[config.mk]
export PLATFORM = sky130hd
export DESIGN_NAME = hbuf_dpram_drain
export DESIGN_NICKNAME = d
export VERILOG_FILES = /design/src/rtl/hbuf_dpram_drain.sv
export SDC_FILE = /design/constraint.sdc
export NUM_CORES = 1
export LEC_CHECK = 0
export ABC_AREA = 1
export BUFFER_PORTS_ARGS = -buffer_cell sky130_fd_sc_hd__buf_2
export CORE_MARGIN = 3
export CORE_UTILIZATION = 40
export DETAILED_ROUTE_END_ITERATION = 12
export GPL_ROUTABILITY_DRIVEN = 0
export PLACE_DENSITY = 0.6
export SLEW_MARGIN = 20
export SYNTH_ARGS = -nofsm -noshare
export SYNTH_HDL_FRONTEND = slang
export SYNTH_SLANG_ARGS = --single-unit
[constraint.sdc]
create_clock -name clk -period 3.8 [get_ports clk]
set_input_delay 0.76 -clock clk [delete_from_list [all_inputs] [get_ports clk]]
set_output_delay 0.76 -clock clk [all_outputs]
set_load 0.01 [all_outputs]
[src/rtl/hbuf_dpram_drain.sv]
// Drains reader DPRAM port B into a 16-bit valid/ready stream, 4 words per 64-bit line, word 0 first.
// First word 2+P_RD_LAT cycles after dpram_run; a two-line buffer keeps the stream gap-free under full throughput.
module hbuf_dpram_drain #(
  parameter int P_ADR_WIDTH = 9,
  parameter int P_RD_LAT    = 1,
  parameter int P_LEN_WIDTH = 16
) (
  input  logic                   clk,
  input  logic                   rst,
  input  logic                   dpram_run,
  input  logic [P_LEN_WIDTH-1:0] dpram_len,
  output logic                   dpram_busy,
  output logic [P_ADR_WIDTH-1:0] rd_addr,
  input  logic [63:0]            rd_dout,
  output logic [15:0]            out_data,
  output logic                   out_valid,
  input  logic                   out_ready,
  output logic                   out_last,
  output logic [15:0]            xfer_cnt,
  output logic                   err
);

  localparam int MAX_WORDS = 4 << P_ADR_WIDTH;
  localparam int LCW       = P_LEN_WIDTH - 1;

  typedef enum logic {S_IDLE, S_RUN} state_t;

  state_t                 state_q, state_d;
  logic                   busy_q, busy_d;
  logic [P_ADR_WIDTH-1:0] addr_q, addr_d;
  logic [LCW-1:0]         lines_q, lines_d;
  logic [P_LEN_WIDTH-1:0] words_q, words_d;
  logic [P_RD_LAT-1:0]    pipe_q, pipe_d;
  logic [63:0]            buf0_q, buf0_d, buf1_q, buf1_d;
  logic [1:0]             cnt_q, cnt_d;
  logic [1:0]             widx_q, widx_d;
  logic [15:0]            odat_q, odat_d;
  logic                   ovld_q, ovld_d;
  logic                   olast_q, olast_d;
  logic [15:0]            xcnt_q, xcnt_d;
  logic                   err_q, err_d;

  logic                   start, run_err, clamp;
  logic [P_LEN_WIDTH-1:0] cap_len;
  logic [LCW-1:0]         nlines;
  logic [2:0]             occ;
  logic [P_RD_LAT:0]      pipe_sh;
  logic                   issue, arriving, avail, hs, can_load, take, last_w, line_done, pop, push;
  logic [63:0]            head;

  assign start   = (state_q == S_IDLE) && !busy_q && dpram_run;
  assign run_err = dpram_run && !start;
  assign clamp   = int'(dpram_len) > MAX_WORDS;
  assign cap_len = clamp ? P_LEN_WIDTH'(MAX_WORDS) : dpram_len;
  assign nlines  = LCW'(cap_len[P_LEN_WIDTH-1:2]) + LCW'(|cap_len[1:0]);

  // Lines already requested but not yet returned count against buffer space.
  assign occ      = {1'b0, cnt_q} + 3'($countones(pipe_q));
  assign issue    = (state_q == S_RUN) && (lines_q != '0) && (occ < 3'd2);
  assign pipe_sh  = {pipe_q, issue};
  assign arriving = pipe_q[P_RD_LAT-1];

  // An empty buffer forwards the returning line straight to the output register.
  assign head      = (cnt_q != 2'd0) ? buf0_q : rd_dout;
  assign avail     = (cnt_q != 2'd0) || arriving;
  assign hs        = ovld_q && out_ready;
  assign can_load  = !ovld_q || out_ready;
  assign take      = (state_q == S_RUN) && avail && (words_q != '0) && can_load;
  assign last_w    = (words_q == P_LEN_WIDTH'(1));
  assign line_done = take && ((widx_q == 2'd3) || last_w);
  assign pop       = line_done && (cnt_q != 2'd0);
  assign push      = arriving && !((cnt_q == 2'd0) && line_done);

  always_comb begin
    state_d = state_q;
    busy_d  = busy_q;
    addr_d  = addr_q;
    lines_d = lines_q;
    words_d = words_q;
    pipe_d  = pipe_sh[P_RD_LAT-1:0];
    buf0_d  = buf0_q;
    buf1_d  = buf1_q;
    cnt_d   = cnt_q;
    widx_d  = widx_q;
    odat_d  = odat_q;
    ovld_d  = ovld_q;
    olast_d = olast_q;
    xcnt_d  = xcnt_q;
    err_d   = err_q | run_err | (start & clamp);

    case (state_q)
      S_IDLE: begin
        busy_d = 1'b0;
        if (start) begin
          busy_d = 1'b1;
          if (cap_len == '0) begin
            xcnt_d = xcnt_q + 16'd1;
          end else begin
            state_d = S_RUN;
            addr_d  = '0;
            lines_d = nlines;
            words_d = cap_len;
            pipe_d  = '0;
            cnt_d   = 2'd0;
            widx_d  = 2'd0;
          end
        end
      end

      default: begin
        if (issue) begin
          lines_d = lines_q - LCW'(1);
          if (lines_q != LCW'(1)) addr_d = addr_q + P_ADR_WIDTH'(1);
        end

        case ({push, pop})
          2'b10: begin
            if (cnt_q == 2'd0) buf0_d = rd_dout;
            else               buf1_d = rd_dout;
            cnt_d = cnt_q + 2'd1;
          end
          2'b01: begin
            buf0_d = buf1_q;
            cnt_d  = cnt_q - 2'd1;
          end
          2'b11: begin
            if (cnt_q == 2'd1) begin
              buf0_d = rd_dout;
            end else begin
              buf0_d = buf1_q;
              buf1_d = rd_dout;
            end
          end
          default: ;
        endcase

        if (take) begin
          widx_d  = line_done ? 2'd0 : widx_q + 2'd1;
          odat_d  = head[{widx_q, 4'b0000} +: 16];
          ovld_d  = 1'b1;
          olast_d = last_w;
          words_d = words_q - P_LEN_WIDTH'(1);
        end else if (hs) begin
          ovld_d  = 1'b0;
          olast_d = 1'b0;
        end

        if (hs && olast_q) begin
          state_d = S_IDLE;
          busy_d  = 1'b0;
          xcnt_d  = xcnt_q + 16'd1;
        end
      end
    endcase
  end

  always_ff @(posedge clk) begin
    if (!rst) begin
      state_q <= S_IDLE;
      busy_q  <= 1'b0;
      addr_q  <= '0;
      lines_q <= '0;
      words_q <= '0;
      pipe_q  <= '0;
      buf0_q  <= '0;
      buf1_q  <= '0;
      cnt_q   <= 2'd0;
      widx_q  <= 2'd0;
      odat_q  <= '0;
      ovld_q  <= 1'b0;
      olast_q <= 1'b0;
      xcnt_q  <= '0;
      err_q   <= 1'b0;
    end else begin
      state_q <= state_d;
      busy_q  <= busy_d;
      addr_q  <= addr_d;
      lines_q <= lines_d;
      words_q <= words_d;
      pipe_q  <= pipe_d;
      buf0_q  <= buf0_d;
      buf1_q  <= buf1_d;
      cnt_q   <= cnt_d;
      widx_q  <= widx_d;
      odat_q  <= odat_d;
      ovld_q  <= ovld_d;
      olast_q <= olast_d;
      xcnt_q  <= xcnt_d;
      err_q   <= err_d;
    end
  end

  assign dpram_busy = busy_q;
  assign rd_addr    = addr_q;
  assign out_data   = odat_q;
  assign out_valid  = ovld_q;
  assign out_last   = olast_q;
  assign xfer_cnt   = xcnt_q;
  assign err        = err_q;

endmodule

# Word level (Yosys, flattened, before mapping)
# Cells that the tools add are included.
[word_totals] register_bits=210 input_bits=84 output_inout_bits=45
[classes] add_sub_neg=9 order_cmp=2 n_eq_ne=16 n_shift=1 muxes=45 bitwise=4 reduce_logical=41
[op_table] operator="64-bit two-way mux" n=5
[op_table] operator="64-bit case mux with 3 select lines" n=1
[op_table] operator="16-bit two-way mux" n=9
[op_table] operator="64-bit case mux with 2 select lines" n=1
[op_table] operator="64-bit by 7-bit indexed part select with 16-bit output" n=1
[op_table] operator="15-bit two-way mux" n=4
[op_table] operator="9-bit two-way mux" n=5
[op_table] operator="16-bit by 1-bit adder with 16-bit output, second input constant" n=1
[op_table] operator="16-bit by 1-bit == test with 1-bit output, second input constant" n=1
[op_table] operator="16-bit by 12-bit greater-than comparator with 1-bit output, second input constant" n=1
[op_table] operator="16-bit logical NOT" n=1
[op_table] operator="16-bit nonzero test" n=1
[op_table] operator="16-bit by 1-bit subtractor with 16-bit output, second input constant" n=1
[op_table] operator="14-bit by 1-bit adder with 15-bit output" n=1
[op_table] operator="15-bit by 1-bit != test with 1-bit output, second input constant" n=1
[op_table] operator="3-bit AND reduction" n=5
[op_table] operator="15-bit nonzero test" n=1
[op_table] operator="15-bit by 1-bit subtractor with 15-bit output, second input constant" n=1
[op_table] operator="1-bit logical AND" n=14
[op_table] operator="1-bit two-way mux" n=13
[op_table] operator="2-bit two-way mux" n=6
[op_table] operator="2-bit nonzero test" n=5
[op_table] operator="9-bit by 1-bit adder with 9-bit output, second input constant" n=1
[op_table] operator="2-bit by 1-bit != test with 1-bit output, second input constant" n=4
[op_table] operator="19 further kinds" n=34

# Logic depth before layout (Yosys ltp)
# Gate-level depths: netlist of run 1.
[depth] depth_word=12 ltp_mapped=20

# Worst setup path after synthesis of run 1
# OpenSTA, ideal clock, no wires.
[synth_path] kind="in2reg" from="in dpram_len[12]" to="reg lines_q[8]" setup_ns=0.109 arrival_ns=2.479 path_slack_ns=1.213 stages=19 cell_sequence="nor2_1 -> nand2_1 -> nor2_1 -> nand2_1 -> nand2_1 -> buf_2 -> inv_1 -> nor2_1 -> ha_1 -> ha_1 -> nand2_1 -> inv_1 -> nand3_1 -> nor2_1 -> nand3_1 -> nand2_1 -> nand3_1 -> nand2_1 -> inv_1"
[synth_between] elab_chain_cells=7 elab_cells_between_ends=10 classes_between="add/sub (1); order compare (1); eq/ne (1); mux (4); reduce/logical (3)"
[synth_lines] item="from (decl)" line_no="11" source="input logic [P_LEN_WIDTH-1:0] dpram_len,"
[synth_lines] item="16-bit by 12-bit greater-than comparator with 1-bit output" line_no="53" source="assign clamp = int'(dpram_len) > MAX_WORDS;"
[synth_lines] item="16-bit two-way mux *" line_no="54" source="assign cap_len = clamp ? P_LEN_WIDTH'(MAX_WORDS) : dpram_len;"
[synth_lines] item="2-bit OR reduction" line_no="55" source="assign nlines = LCW'(cap_len[P_LEN_WIDTH-1:2]) + LCW'(|cap_len[1:0]);"
[synth_lines] item="14-bit by 1-bit adder with 15-bit output" line_no="55"
[synth_lines] item="15-bit two-way mux" line_no="96" source="if (cap_len == '0) begin"
[synth_lines] item="15-bit two-way mux" line_no="94" source="if (start) begin"
[synth_lines] item="15-bit two-way mux" line_no="91" source="case (state_q)"
[synth_lines] item="to (signal assigned)" line_no="178" source="lines_q <= lines_d;"
[synth_lines] item="to (decl)" line_no="31" source="logic [LCW-1:0] lines_q, lines_d;"
# Every way passes the cells marked *; elsewhere a longest branch is shown, timed or not. The select of a mux whose other input is x is not followed.
# A chain may end at the register's enable or synchronous reset.

# Worst setup path after layout of run 1
[layout_path] from="reg cnt_q[0]" to="reg buf1_q[20]"
[layout_between] elab_chain_cells=12 elab_cells_between_ends=19 classes_between="eq/ne (5); mux (1); reduce/logical (13)"
[layout_lines] item="from (decl)" line_no="35" source="logic [1:0] cnt_q, cnt_d;"
[layout_lines] item="from (signal assigned)" line_no="183" source="cnt_q <= cnt_d;"
[layout_lines] item="2-bit nonzero test" line_no="65, 71"
[layout_lines] item="1-bit logical OR" line_no="65" source="assign avail = (cnt_q != 2'd0) || arriving;"
[layout_lines] item="1-bit logical AND (3 in a row)" line_no="68" source="assign take = (state_q == S_RUN) && avail && (words_q != '0) && can_load;"
[layout_lines] item="1-bit logical AND" line_no="70" source="assign line_done = take && ((widx_q == 2'd3) || last_w);"
[layout_lines] item="1-bit logical AND" line_no="72" source="assign push = arriving && !((cnt_q == 2'd0) && line_done);"
[layout_lines] item="1-bit logical NOT" line_no="72"
[layout_lines] item="1-bit logical AND" line_no="72"
[layout_lines] item="2-bit == test" line_no="116" source="case ({push, pop})"
[layout_lines] item="2-bit != test (no source line) or 2-bit nonzero test (tied branches)"
[layout_lines] item="4-bit AND reduction (no source line)"
[layout_lines] item="to (signal assigned)" line_no="182" source="buf1_q <= buf1_d;"
[layout_lines] item="to (decl)" line_no="34" source="logic [63:0] buf0_q, buf0_d, buf1_q, buf1_d;"
# Several ways; a longest one is shown, not always the timed one.

==> results of run 1 <==
## placed cells by master (no fill, tap or decap), drive strengths merged
cell / n
o31ai: 1
o21bai: 3
diode: 1
a31oi: 21
ha: 11
xnor2: 3
dfxtp: 210
nor2: 284
a21oi: 207
nand4: 24
a211oi: 1
o211ai: 12
buf: 153
clkinvlp: 1
nor3: 12
inv: 178
a21boi: 1
xor2: 10
nor4: 2
clkinv: 10
clkbuf: 36
or2: 4
o21ai: 320
and3: 4
o21a: 2
nand3b: 2
nand2: 371
nand3: 108
bufinv: 2
## routing by layer
metal | GRT usage | wire (microns)
met1 | 0.332 | 18100
met2 | 0.379 | 17100
met3 | 0.0328 | 2370
met4 | 0.0640 | 846
met5 | 0 | 0
## worst max-delay path, stage by stage, from the launching register on
cell and delay (ps):
dfxtp_1 360, inv_1 110, ha_2 500, a21oi_2 140, nand2_1 150, inv_1 50
nand2_1 130, nor2_2 70, nand2_1 60, nand2_1 80, inv_2 450, buf_4 630
o21ai_0 190, a21oi_1 150
## logic make-up after synthesis
logic type / Yosys count
DFF: 210
xor gates and xnor gates: 13
and+or+nand+nor: 811
buffers and inverters: 308
AOI/OAI and AO/OA: 568
adders and majority gates: 11
## metrics by stage
step	util	cells	hold WS [ps]
3_5_place_dp	0.440	2332	452
3_3_place_gp	0.440	2332	442
6_report	0.468	2378	462
4_1_cts	0.468	2377	461
5_1_grt	0.468	2378	480
2_1_floorplan	-	1921	439
## cells in the mapped netlist
library cell	instances
nand2_1	368
o21ai_0	285
nor2_1	278
dfxtp_1	210
a21oi_1	205
inv_1	171
nand3_1	107
clkbuf_1	84
o21ai_1	35
nand4_1	23
buf_2	22
a31oi_1	21
nor3_1	12
o211ai_1	12
ha_1	11
buf_1	10
xor2_1	10
buf_6	8
inv_2	6
clkinv_1	5
and3_1	4
nor2_4	4
or2_2	4
nand2_2	3
o21bai_1	3
xnor2_1	3
a21oi_2	2
nand3b_1	2
nor2_2	2
nor4_1	2
o21a_1	2
a211oi_1	1
a21boi_0	1
buf_4	1
clkbuf_2	1
nand3_4	1
nand4_2	1
o31ai_1	1
## flip-flops by register name, summed over array words and instances, names as in the netlist
register    cells
arriving        1
buf0_q         64
buf1_q         64
cnt_q           2
dpram_busy      1
err             1
lines_q        15
out_data       16
out_last        1
out_valid       1
rd_addr         9
state_q         1
widx_q          2
words_q        16
xfer_cnt       16
## layout make-up
type	count	area (sq um)	area share
multi-input cells	1403	6550	0.481
flip-flops and latches	210	4210	0.309
repair buffers	153	881	0.0647
clock buffers	36	717	0.0526
inverters	182	683	0.0502
well taps	384	480	0.0353
clock inverters	9	101	0.00744
diodes	1	2.50	0.000184
## worst min path at each step
stage               start    endpoint  slack (ps)  depth (start not counted)
6_report       buf0_q[55]  buf0_q[55]         460                          2
5_1_grt        buf0_q[55]  buf0_q[55]         480                          2
4_1_cts        buf0_q[55]  buf0_q[55]         460                          2
3_5_place_dp   buf0_q[28]  buf0_q[28]         450                          2
3_3_place_gp          err         err         440                          1
2_1_floorplan  buf1_q[61]  buf1_q[61]         440                          2
## power groups by stage
stage | Sequential (W) | Clock, W | Combinational (W)
floorplan | 0.00240 | 0 | 0.000651
global placement | 0.00240 | 0 | 0.000963
detailed placement | 0.00240 | 0 | 0.000972
finish | 0.00236 | 0.00243 | 0.000980
CTS | 0.00235 | 0.00247 | 0.000979
global route | 0.00237 | 0.00257 | 0.00111
==> results.yml, run 1 <==
power:
  pwr-share-clk: 0.421
  pwr-share-seq: 0.409
  power_w: 0.00576
  peakVddDrop_mv: 0.305
  p_int_w: 0.00404
  power_density_nw_per_um2: 423
  p_sw_w: 0.00172
  p_comb_frac: 0.170
  p_leak_nw: 5.88
  swShare: 0.298
route:
  first_pass_iters: 5
  routed_wl_microns: 38400
  wl_per_cell_microns: 16.2
  ant_nets: 0
  drc: 0
  drtIter0Drc: 1030
  vias: 12600
  vias_per_cell: 5.31
timing:
  fmax_mhz: 312
  fin_setup_tns_ps: 0
  maxSlewViolCount: 0
  fin_crit_ps: 3200
  rsz0062_at_grt: "no"
  slew_headroom: 0.275
  fin_crit_sh: 0.842
  final-setup-viol-count: 0
  worst_pin_slew_ps: 1080
  skew_ps: 19.3
  worst_slack_ps: 600
  final-hold-violation-count: 0
logic_synthesis:
  synth_compound_area_frac: 0.244
  synth_warnings: 0
  synth-xor-area-share: 0.00950
  syn_area_sq_um: 12000
  syn_inst: 1921
  synth_top_family_by_area: "simple AND/OR/NAND/NOR gates"
  synth_seq_cells: 210
  synth_cell_type_count: 38
  synth_top_cells_by_area: "dfxtp_1 35%, o21ai_0 12%, nand2_1 12%"
  synth_fa_ha_area_frac: 0.0115
  yosysTopAreaCell: "dfxtp_1"
  yosys-mux-area-fraction: 0
  syn_area_per_cell_sq_um: 6.24
  syn_nets: 2016
  synth_top_cell_area_share: 0.351
  synth-simple-area-share: 0.280
  seq_area_frac_synth: 0.351
place:
  hpwl_microns: 24800
  place_area_sq_um: 12800
  dp_slack_ps: 664
  port_buffers: 128
global_routing:
  antenna_found_initial: 1
  grt_pass1_vias: 11500
  grt_max_degree: 85
  grt_pass1_wl_microns: 61400
  grt-ovfl-total: 0
  track_usage: 0.236
clock_network:
  cts_tree: "done"
  cts-buffers-inserted: 25
  clock_path_buffers: 3
  postCtsSetupRepairBufs: 0
  root_buffer: "clkbuf_16"
  cts_hold_buf: 0
  clock-sinks: 210
  cts_resized: 0
  clk_pin_slew_ps: 60
  clock_latency_ps: 540
  h-tree-depth: 1
floorplanning:
  dieHeight_microns: 179
  die_w_microns: 179
  dieArea_sq_um: 32100
  initial_utilization: 0.412
  coreArea_sq_um: 29100
  row_count: 62
  ioPinCount: 129
critical_path:
  setup.worst_path.end: "buf1_q[20]"
  r2r_cells: 13
  cp_max_fo: 72
  end_kind: "flop"
  reg2reg_to: "buf1_q[20]"
  r2r_slack_ps: 600
  r2r_start: "cnt_q[0]"
  required_ps: 4270
  arrival_ps: 3670
  crit_path_start_kind: "flop"
  critPathLaunch: "cnt_q[0]"
  crit_type: "flop to flop"
flow_run:
  drv_cap: 0
cells_and_area:
  nFillCells: 3093
  syn_to_final_growth_pct: 13.7
  stdcell_area_sq_um: 13600
  drive_gt1_frac: 0.109
  nets: 2070
run_status:
  status: "finished clean"
min_path:
  worstHoldPathType: "flop to flop"
Note: power is estimated with default switching activity, not from simulation.
==> run 2, diff against run 1 <==
==> constraint.sdc (replaced) <==
create_clock -name clk -period 3 [get_ports clk]
set_input_delay 0.6 -clock clk [delete_from_list [all_inputs] [get_ports clk]]
set_output_delay 0.6 -clock clk [all_outputs]
set_load 0.01 [all_outputs]
==> results.yml, run 2 (synthesized netlist as in run 1, its figures left out) <==
timing:
  holdWs_ps: 337
  final-setup-viol-count: 0
  slew_headroom: 0.497
  fin_setup_tns_ps: 0
  skew_ps: 22.9
  fin_crit_ps: 2710
  worst_pin_slew_ps: 755
  final-hold-violation-count: 0
  fmax_mhz: 369
  rsz0062_at_grt: "no"
  maxSlewViolCount: 0
  fin_crit_sh: 0.904
clock_network:
  cts-buffers-inserted: 26
  clock_latency_ps: 540
  clock-sinks: 210
  cts_tree: "done"
  clock_path_buffers: 3
  clk_pin_slew_ps: 60
  root_buffer: "clkbuf_16"
  h-tree-depth: 1
  cts_hold_buf: 0
global_routing:
  antenna_found_initial: 1
  grt-ovfl-total: 0
  grt_pass1_wl_microns: 60300
  grt_max_degree: 101
  grt_pass1_vias: 11300
  track_usage: 0.232
route:
  drc: 0
  drtIter0Drc: 1105
  first_pass_iters: 7
  vias_per_cell: 5.31
  dr_wl_met2_microns: 17100
  wl_per_cell_microns: 16.0
  top_layer_used: "met4"
  route.layer.met1.wl_microns: 18100
  routed_wl_microns: 38500
  ant_nets: 0
  routed-wl-met3_microns: 2480
  vias: 12700
power:
  power_density_nw_per_um2: 534
  peakVddDrop_mv: 0.483
  p_leak_nw: 5.99
flow_run:
  drv_cap: 0
floorplanning:
  dieHeight_microns: 179
  coreArea_sq_um: 29100
  row_count: 62
  die_w_microns: 179
  ioPinCount: 129
  dieArea_sq_um: 32100
  initial_utilization: 0.412
cells_and_area:
  drive_gt1_frac: 0.117
  nets: 2087
  mostFrequentLayoutCells: "368 x nand2_1, 285 x o21ai_0, 278 x nor2_1"
  syn_to_final_growth_pct: 15.4
  instances_no_fill: 2397
  reg_top3: "buf0_q: 64 flops, buf1_q: 64 flops"
  final_common_cell: "nand2_1"
critical_path:
  required_ps: 3410
  cp_max_fo: 100
  crit_type: "flop to flop"
  arrival_ps: 3120
  end_kind: "flop"
  crit_path_start_kind: "flop"
min_path:
  worstHoldPathType: "input pin to flop"
place:
  hpwl_microns: 25000
  port_buffers: 128
  post-place-cells: 2341
run_status:
  status: "finished clean"
==> run 2: cell count changes in the layout (fill, tap and decap cells not counted) <==
cell / delta
bufinv_16: -2
buf_6: +2
buf_12: +2
clkinvlp_4: +1
clkinv_1: -1
clkinv_8: +1
inv_1: -1
clkbuf_16: +1
inv_6: -1
buf_4: +12
clkbuf_8: +7
clkinv_2: -5
clkbuf_1: +3
==> run 2: layout make-up <==
cell class	instances	area (sq um)
multi-input cells	1403	6550
repair buffers	169	1030
clock inverters	1	16.3
well taps	384	480
inverters	182	691
diodes	1	2.50
fillers	3020	15300
flip-flops and latches	210	4210
clock buffers	47	850
==> run 2: what timing repair did <==
action                     CTS  global route
setup endpoints to repair    0            35
gates resized for setup      0             4
buffers inserted             0             7
==> run 2: through the flow <==
stage / total power (W) / cell area, sq um / utilization / setup slack (ps)
after floorplan: 0.00386 / 12000 / - / 573
after global placement: 0.00427 / 12900 / 0.443 / 239
after detailed placement: 0.00428 / 12900 / 0.443 / 211
after CTS: 0.00743 / 13800 / 0.473 / 151
after global routing: 0.00773 / 13800 / 0.475 / 75.7
final: 0.00739 / 13800 / 0.475 / 289
==> run 2: layer usage <==
metal | vias up | global-route usage
li1 | 6459 | -
met1 | 5841 | 0.332
met2 | 370 | 0.368
met3 | 51 | 0.0307
met4 | 0 | 0.0607
met5 | - | 0
==> run 2: where the power goes <==
group          internal [W]  total [W]  switching (W)
clock network       0.00190    0.00315        0.00125
logic              0.000403    0.00126       0.000853
registers           0.00290    0.00298      0.0000802
total               0.00520    0.00739        0.00218
==> run 2: path summary, 6_finish.rpt <==
kind | start | endpoint | slack [ps] | cells past startpoint
setup / recovery | cnt_q[0] | buf0_q[23] | 290 | 11
hold / removal | rd_dout[58] | buf1_q[58] | 340 | 3
setup reg to reg | cnt_q[0] | buf0_q[23] | 290 | 11
hold reg to reg | err | err | 460 | 1
==> run 2: critical path, stage by stage, from the launching register on <==
cell	delay (ps)
dfxtp_1	360
inv_1	100
ha_2	230
buf_12	320
clkinvlp_4	310
nand3_4	260
nand2_1	100
nand2_2	280
buf_12	340
nor2_1	80
nand2_1	60
a21oi_1	50
==> run 3, diff against run 2 <==
--- a/config.mk
+++ b/config.mk
@@ -9,10 +9,11 @@
 export BUFFER_PORTS_ARGS = -buffer_cell sky130_fd_sc_hd__buf_2
 export CORE_MARGIN = 3
 export CORE_UTILIZATION = 40
+export CTS_BUF_LIST = sky130_fd_sc_hd__clkbuf_4 sky130_fd_sc_hd__clkbuf_8
 export DETAILED_ROUTE_END_ITERATION = 12
 export GPL_ROUTABILITY_DRIVEN = 0
-export PLACE_DENSITY = 0.6
 export SLEW_MARGIN = 20
 export SYNTH_ARGS = -nofsm -noshare
 export SYNTH_HDL_FRONTEND = slang
 export SYNTH_SLANG_ARGS = --single-unit
+export TNS_END_PERCENT = 5
==> results.yml, run 3 (synthesized netlist as in run 1, its figures left out) <==
cells_and_area:
  instances_no_fill: 2421
  reg_top3: "buf0_q: 64 flops, buf1_q: 64 flops"
  seqCellArea_sq_um: 4210
  final_common_cell: "nand2_1"
  drive_gt1_frac: 0.132
  nets: 2100
  nFillCells: 3024
  mostFrequentLayoutCells: "368 x nand2_1, 285 x o21ai_0, 278 x nor2_1"
  multi_input_area_sq_um: 6550
  syn_to_final_growth_pct: 15.5
critical_path:
  critPathSlowestCell: "dfxtp_1"
  required_ps: 3470
  crit_type: "flop to flop"
  cp_max_fo: 29
  worstPathCellList: "inv_1 > ha_2 > a21oi_2 > nand2_1 > a21oi_4 > nand3_4 > nand2_1 > nand2_4 > inv_2 > buf_6 > nand3_1 > a21oi_1"
  crit_path_start_kind: "flop"
  arrival_ps: 3260
  critPathMaxStageDelay_ps: 420
  path_common_cell: "nand2_1"
  end_kind: "flop"
power:
  power_density_nw_per_um2: 528
  p_leak_nw: 6.03
  peakVddDrop_mv: 0.407
route:
  drtIter0Drc: 1089
  drc: 0
  first_pass_iters: 7
  vias_per_cell: 5.28
  routed_wl_microns: 38500
  ant_nets: 0
  wl_per_cell_microns: 15.9
  vias: 12800
global_routing:
  grt_max_degree: 101
  met2_usage: 0.368
  grt.busiest_layer: "met2"
  grt_pass1_vias: 11400
  grt_use_met3: 0.0398
  grt_util_met1: 0.327
  grt_pass1_wl_microns: 60500
  track_usage: 0.234
  grt-ovfl-total: 0
  antenna_found_initial: 1
clock_network:
  clk_pin_slew_ps: 60
  cts-buffers-inserted: 41
  root_buffer: "clkbuf_8"
  clock_path_buffers: 3
  h-tree-depth: 2
  clock_latency_ps: 540
  cts_tree: "done"
  clock-sinks: 210
floorplanning:
  die_w_microns: 179
  initial_utilization: 0.412
  dieHeight_microns: 179
  row_count: 62
  ioPinCount: 129
  coreArea_sq_um: 29100
  dieArea_sq_um: 32100
timing:
  slew_headroom: 0.497
  rsz0062_at_grt: "yes"
  final-setup-viol-count: 0
  final-hold-violation-count: 0
  fmax_mhz: 359
  worst_pin_slew_ps: 754
  worst_slack_ps: 213
  fin_crit_ps: 2790
  maxSlewViolCount: 0
  skew_ps: 17.9
  fin_crit_sh: 0.929
flow_run:
  drv_cap: 0
place:
  port_buffers: 128
  hpwl_microns: 25000
  post-place-cells: 2341
  dp_slack_ps: 211
min_path:
  worstHoldPathType: "input pin to flop"
run_status:
  status: "finished clean"
## run 3: cell types whose count changed in the layout (fill, tap and decap cells not counted), sizes merged
cell	change
buf	-2
clkbuf	+25
clkinvlp	+1
## run 3: area by class of cell
class / instances / share of cell area
diodes: 1 / 0.000181
repair buffers: 167 / 0.0739
flip-flops and latches: 210 / 0.304
well taps: 384 / 0.0347
inverters: 182 / 0.0499
clock inverters: 2 / 0.000904
clock buffers: 72 / 0.0630
multi-input cells: 1403 / 0.474
## run 3: worst paths after layout
check                   start         end  slack (ps)  depth (start not counted)
setup / recovery     cnt_q[0]   buf0_q[6]         210                         12
hold / removal    rd_dout[48]  buf1_q[48]         340                          3
setup reg to reg     cnt_q[0]   buf0_q[6]         210                         12
hold reg to reg           err         err         460                          1
## run 3: layer usage
metal	wire length, microns	part of all wire	vias to the layer above
met5	0	0	-
met4	932	0.024	0
met3	2640	0.068	68
met2	17000	0.44	398
met1	18000	0.47	5839
li1	-	-	6485
## run 3: repair_timing
item,CTS,global route
endpoints found under the setup margin,0,34
gates resized for setup,0,6
buffers inserted,0,5
hold buffers,0,0
hold endpoints to repair,0,0
## run 3: metrics by stage
| stage | hold slack, ps | utilization | cell area [sq um] | setup TNS, ps | power (W) |
|---|---|---|---|---|---|
| final | 342 | 0.476 | 13800 | 0 | 0.00731 |
| after global routing | 332 | 0.476 | 13800 | -16.8 | 0.00768 |
| after CTS | 313 | 0.474 | 13800 | 0 | 0.00738 |
| after detailed placement | 452 | 0.443 | 12900 | 0 | 0.00428 |
| after global placement | 446 | 0.443 | 12900 | 0 | 0.00427 |
| after floorplan | 439 | - | 12000 | 0 | 0.00386 |
## run 3: power by group
| part | switching, W | leakage, nW | internal [W] | total (W) |
|---|---|---|---|---|
| sequential | 0.0000802 | 1.70 | 0.00291 | 0.00299 |
| clock | 0.00126 | 0.473 | 0.00181 | 0.00307 |
| combinational | 0.000850 | 3.86 | 0.000402 | 0.00125 |
## run 3: worst max-delay path, delay by kind of cell, from the launching register on
family / cells / cell delay (ps)
buffers and inverters: 3 / 450
flip-flops: 1 / 420
adder cells (fa/ha/maj): 1 / 220
AND/OR/NAND/NOR: 5 / 900
AO/OA/AOI/OAI: 3 / 700
